### config.mk
export PLATFORM = sky130hd
export DESIGN_NAME = instruction_memory_responder
export DESIGN_NICKNAME = d
export VERILOG_FILES = /design/src/rtl/riscv_pkg.sv /design/src/rtl/instr_mem_array.sv /design/src/rtl/instruction_memory_responder.sv
export SDC_FILE = /design/constraint.sdc
export NUM_CORES = 2
export LEC_CHECK = 0
export CAP_MARGIN = 20
export CORE_ASPECT_RATIO = 0.6
export CORE_UTILIZATION = 35
export CTS_CLUSTER_SIZE = 10
export DETAILED_ROUTE_END_ITERATION = 8
export PLACE_DENSITY = 0.59
export RECOVER_POWER = 25
export SLEW_MARGIN = 20
export SYNTH_ARGS = -nofsm -noshare
export SYNTH_HDL_FRONTEND = slang
export SYNTH_SLANG_ARGS = --single-unit
export TNS_END_PERCENT = 30
### constraint.sdc
create_clock -name clock -period 3.9 [get_ports clock]
set_clock_uncertainty 0.2 [all_clocks]
set_input_delay 0.975 -clock clock [delete_from_list [all_inputs] [get_ports clock]]
set_output_delay 0.975 -clock clock [all_outputs]
set_load 0.005 [all_outputs]
### src/rtl/riscv_pkg.sv
// Shared RISC-V fetch definitions: response codes, fetch FSM encoding and
// the default instruction-memory constants.
package riscv_pkg;

    localparam logic [63:0] IMEM_BASE_ADDR_DEFAULT = 64'h0000_0000_0040_0000;
    localparam logic [31:0] NOP_INSTR              = 32'h0000_0013;

    typedef enum logic [1:0] {
        RSP_OK           = 2'b00,
        RSP_MISALIGNED   = 2'b01,
        RSP_OUT_OF_RANGE = 2'b10
    } rsp_err_e;

    typedef enum logic {
        ST_IDLE = 1'b0,
        ST_RESP = 1'b1
    } fetch_state_e;

endpackage

### src/rtl/instr_mem_array.sv
// Instruction word storage: one synchronous write port, one asynchronous
// read port, every word filled with the NOP instruction on reset.
module instr_mem_array
    import riscv_pkg::*;
#(
    parameter int          DEPTH_WORDS = 63,
    parameter logic [31:0] NOP_WORD    = NOP_INSTR
) (
    input  logic        clock,
    input  logic        reset,
    input  logic        wr_en,
    input  logic [5:0]  wr_index,
    input  logic [31:0] wr_data,
    input  logic [5:0]  rd_index,
    output logic [31:0] rd_data
);

    localparam logic [6:0] DEPTH_L = 7'(DEPTH_WORDS);

    logic [31:0] mem_q [DEPTH_WORDS];
    logic [31:0] mem_d [DEPTH_WORDS];

    // Writes beyond the populated depth are dropped rather than aliased.
    always_comb begin
        mem_d = mem_q;
        if (wr_en && ({1'b0, wr_index} < DEPTH_L)) begin
            mem_d[wr_index] = wr_data;
        end
    end

    always_ff @(posedge clock or negedge reset) begin
        if (!reset) begin
            for (int i = 0; i < DEPTH_WORDS; i++) begin
                mem_q[i] <= NOP_WORD;
            end
        end else begin
            mem_q <= mem_d;
        end
    end

    assign rd_data = ({1'b0, rd_index} < DEPTH_L) ? mem_q[rd_index] : NOP_WORD;

endmodule

### src/rtl/instruction_memory_responder.sv
// Instruction fetch responder: valid/ready request and response channels with
// one-cycle latency, address checking and a saturating fetch counter.
module instruction_memory_responder
    import riscv_pkg::*;
#(
    parameter logic [63:0] BASE_ADDR   = IMEM_BASE_ADDR_DEFAULT,
    parameter int          DEPTH_WORDS = 63,
    parameter logic [31:0] NOP_WORD    = NOP_INSTR
) (
    input  logic        clock,
    input  logic        reset,
    input  logic        req_valid,
    output logic        req_ready,
    input  logic [63:0] req_pc,
    output logic        rsp_valid,
    input  logic        rsp_ready,
    output logic [31:0] rsp_instruction,
    output logic [63:0] rsp_pc,
    output logic [1:0]  rsp_error,
    input  logic        ld_en,
    input  logic [5:0]  ld_index,
    input  logic [31:0] ld_data,
    output logic [15:0] fetch_count
);

    localparam logic [63:0] LIMIT_BYTES = 64'(DEPTH_WORDS * 4);

    fetch_state_e state_q, state_d;
    logic [31:0]  rsp_instruction_q, rsp_instruction_d;
    logic [63:0]  rsp_pc_q, rsp_pc_d;
    rsp_err_e     rsp_error_q, rsp_error_d;
    logic [15:0]  fetch_count_q, fetch_count_d;

    logic [63:0]  offset;
    logic [31:0]  rd_data;
    logic         handshake;
    logic         misaligned;
    logic         out_of_range;

    // A PC below the base wraps to a huge offset and so lands out of range.
    assign offset       = req_pc - BASE_ADDR;
    assign misaligned   = (req_pc[1:0] != 2'b00);
    assign out_of_range = (offset >= LIMIT_BYTES);

    assign rsp_valid = (state_q == ST_RESP);
    assign req_ready = !rsp_valid || rsp_ready;
    assign handshake = req_valid && req_ready;

    instr_mem_array #(
        .DEPTH_WORDS (DEPTH_WORDS),
        .NOP_WORD    (NOP_WORD)
    ) u_mem (
        .clock    (clock),
        .reset    (reset),
        .wr_en    (ld_en),
        .wr_index (ld_index),
        .wr_data  (ld_data),
        .rd_index (offset[7:2]),
        .rd_data  (rd_data)
    );

    // The read samples the array before this edge's load, giving old data on a collision.
    always_comb begin
        state_d           = state_q;
        rsp_instruction_d = rsp_instruction_q;
        rsp_pc_d          = rsp_pc_q;
        rsp_error_d       = rsp_error_q;
        fetch_count_d     = fetch_count_q;
        if (handshake) begin
            state_d       = ST_RESP;
            rsp_pc_d      = req_pc;
            fetch_count_d = (fetch_count_q == 16'hFFFF) ? fetch_count_q : fetch_count_q + 16'd1;
            if (misaligned) begin
                rsp_error_d       = RSP_MISALIGNED;
                rsp_instruction_d = NOP_WORD;
            end else if (out_of_range) begin
                rsp_error_d       = RSP_OUT_OF_RANGE;
                rsp_instruction_d = NOP_WORD;
            end else begin
                rsp_error_d       = RSP_OK;
                rsp_instruction_d = rd_data;
            end
        end else if (rsp_ready) begin
            state_d = ST_IDLE;
        end
    end

    always_ff @(posedge clock or negedge reset) begin
        if (!reset) begin
            state_q           <= ST_IDLE;
            rsp_instruction_q <= NOP_WORD;
            rsp_pc_q          <= 64'd0;
            rsp_error_q       <= RSP_OK;
            fetch_count_q     <= 16'd0;
        end else begin
            state_q           <= state_d;
            rsp_instruction_q <= rsp_instruction_d;
            rsp_pc_q          <= rsp_pc_d;
            rsp_error_q       <= rsp_error_d;
            fetch_count_q     <= fetch_count_d;
        end
    end

    assign rsp_instruction = rsp_instruction_q;
    assign rsp_pc          = rsp_pc_q;
    assign rsp_error       = rsp_error_q;
    assign fetch_count     = fetch_count_q;

endmodule

==> out/results.tsv <==
metric	value	unit
LEAKAGE	51.5	nW
Seq/Total Area, Yosys	55.1	%
NetSw	14.1	mW
ys async rst share	100	%
# setup viols final	0	
Post-Synthesis Cells	6684	
PortBufs	222	
minimum clock period after layout	3.40	ns
Critical Path AT	4.15	ns
Comb pwr share	14.5	%
Clk network pwr share	37.0	%
final worst slack	0.502	ns
number of global-route vias before repair	63330	
DP HPWL	207	mm
num rows	149	
Cell Area, Synth	97200	um2
largest net degree at the start of global routing	150	
#FFs+latches synth	2131	
CTS tree	yes	
Period Utilization, post-route	87.1	%
Overall Global Routing Usage	23.0	%
final hold vios	0	
antenna violations before repair	21	
cell taking the most area after synthesis	dfrtp_1	
maximum VDD drop	0.372	mV
die area	280000	um2
wire per inst	29.9	um
run status	complete, but fails checks	
Max Root-Sink Buffers	4	
Top Ports	223	
drt drc	0	
Yosys warnings	0	
top cells by area, synth	dfrtp_1 50%, mux2_2 24%, mux4_2 7.9%, dfstp_2 5.2%, mux2i_1 3.7%	
final WL	325	mm
GRT Residual Overflow	0	
Syn-to-layout area delta	17.5	%
Detailed Route Iter0 Violations	6069	
Crit. End Element	async pin	
worst endpoint required time	4.65	ns
fmax	294	MHz
Mean Syn Cell Area	14.5	um2
Internal	40.8	mW
Post-synth EDFFs	0	
via/cell ratio	5.69	
critical path class	input pin to async pin	
Root Buffer	clkbuf_16	
first-pass GRT wire length	472	mm
crit path max fanout	51	
Sw Ratio	25.7	%
Post-Syn Nets	6792	
htree depth	4	
Yosys top cell area share	49.9	%
measured slew at the worst slew-check pin	2.32	ns
Seq pwr share	48.6	%
DRT antenna net count	0	
prevailing post-synth register cell	dfrtp_1	
vias	61890	
final layout net count	7146	
Post-synth top cells	2028 x mux2_2, 1939 x dfrtp_1, 447 x clkbuf_1, 362 x mux2i_1, 339 x mux4_2	
GPL Wtd Cong	0.866	
TritonRoute pass-1 iters	8	
most common cell in the netlist	mux2_2	
crit path launch type	input pin	
worst hold path class	register to register	
core area	275000	um2
layout cells sized above 1	48.5	%
failing checks	capacitance limit, slew limit	
RSZ-0062 raised after global routing	false	
die width	682	um
headroom to the max-slew limit	-54.4	%
CTS Sinks	2131	
Max-Cap Viols	2	
clock slew at reported path FFs	0.06	ns
Setup TNS	0	ns
clk_lat worst skew	0.88	ns
die height	410	um
PD cells	481	nW/um2
Num CTS Buffers	239	
Initial Utilization	35.3	%
# resized after CTS	0	
synth unique cells	77	
max-slew violations	75	
dpl ws	-0.280	ns
-- metrics by stage --
step / area, um2 / power (mW) / hold WS [ns] / instances / utilization, %
5_1_grt: 114000 / 57.2 / 0.281 / 10869 / 41.5
3_3_place_gp: 108000 / 34.5 / 0.258 / 10495 / 39.1
4_1_cts: 114000 / 55.3 / 0.276 / 10865 / 41.5
2_1_floorplan: 97200 / 31.6 / 0.270 / 6684 / -
6_report: 114000 / 55.0 / 0.272 / 10873 / 41.5
3_5_place_dp: 108000 / 34.9 / 0.261 / 10495 / 39.1
-- power groups by stage --
| stage | Sequential, mW | Clock (mW) | Combinational (mW) |
|---|---|---|---|
| floorplan | 26.5 | 0 | 5.06 |
| global placement | 26.8 | 0 | 7.70 |
| detailed placement | 27.0 | 0 | 7.94 |
| CTS | 26.6 | 20.7 | 7.97 |
| global route | 27.0 | 21.6 | 8.52 |
| finish | 26.7 | 20.3 | 7.95 |
-- registers in the layout, indices dropped and copies added (netlist names) --
name             count
rsp_valid            1
rsp_instruction     32
rsp_pc              64
fetch_count         16
rsp_error            2
u_mem.mem_q       2016
-- layer usage --
layer	track usage [%]	up-vias	wire length, um
met4	4.87	2	6660
met3	5.05	443	25100
met1	35.9	33997	157000
met2	32.5	2155	137000
li1	-	25293	-
met5	0	-	17
-- layout make-up --
class                      instances  area (um2)
fill                           24927      161000
inverter                          12        55.1
clock buffer                     366        6560
sequential                      2131       53600
multi-input combinational       3884       41200
tap                             3699        4630
clock inverter                     3        22.5
antenna                            8        20.0
timing repair buffer             770        8160
-- cell families (layout without fill, tap and decap cells) --
group           after synthesis  after routing  share of synthesized area [%]
compound gates              531            531                           3.89
xor+xnor                     17             17                          0.153
fa+ha+maj                     1              1                         0.0129
buf+inv                     669           1151                           2.94
flops                      2131           2131                           55.1
mux                        2729           2729                           35.1
other cells                   0              8                              0
simple gates                606            606                           2.78
-- layout by cell type, fill, tap and decap left out, types with 17 or more instances in the layout --
master	count
mux4_2	339
o21ai_1	19
nand3_1	37
a221o_1	28
nor2_4	48
o21ai_0	104
nor3_1	32
buf_2	32
a221oi_1	116
buf_4	366
clkdlybuf4s50_1	182
mux2i_1	362
clkbuf_1	126
nand2_1	315
nor2_1	60
a31oi_1	17
a21oi_1	75
buf_12	162
mux2_2	2028
dfstp_2	192
a22oi_1	43
dfrtp_1	1939
o31ai_1	17
clkbuf_16	243
-- critical path: stages --
cell,delay (ns)
dlygate4sd3_1,0.53
clkbuf_2,1.59
buf_12,0.35
buf_4,0.49
-- final timing paths --
kind | startpoint | endpoint | slack (ns) | depth (start not counted)
max in group clock | rsp_ready | req_ready | 0.53 | 3
min | rsp_pc[52]$_DFFE_PN0P_ | rsp_pc[52]$_DFFE_PN0P_ | 0.27 | 2
min reg2reg | rsp_pc[52]$_DFFE_PN0P_ | rsp_pc[52]$_DFFE_PN0P_ | 0.27 | 2
max | reset | u_mem.mem_q[580]$_DFFE_PN1P_ | 0.50 | 4
max reg2reg | u_mem.mem_q[1416]$_DFFE_PN0P_ | rsp_instruction[8]$_DFFE_PN0P_ | 1.18 | 9
min in group asynchronous | reset | u_mem.mem_q[1242]$_DFFE_PN0P_ | 1.14 | 2
-- what timing repair did --
item | CTS | global route
endpoints found under the setup margin | 0 | 0
buffers inserted | 0 | 0
hold endpoints to repair | 34 | 0
hold buffers | 1 | 0
No activity file was read; power rests on OpenSTA's default activity.
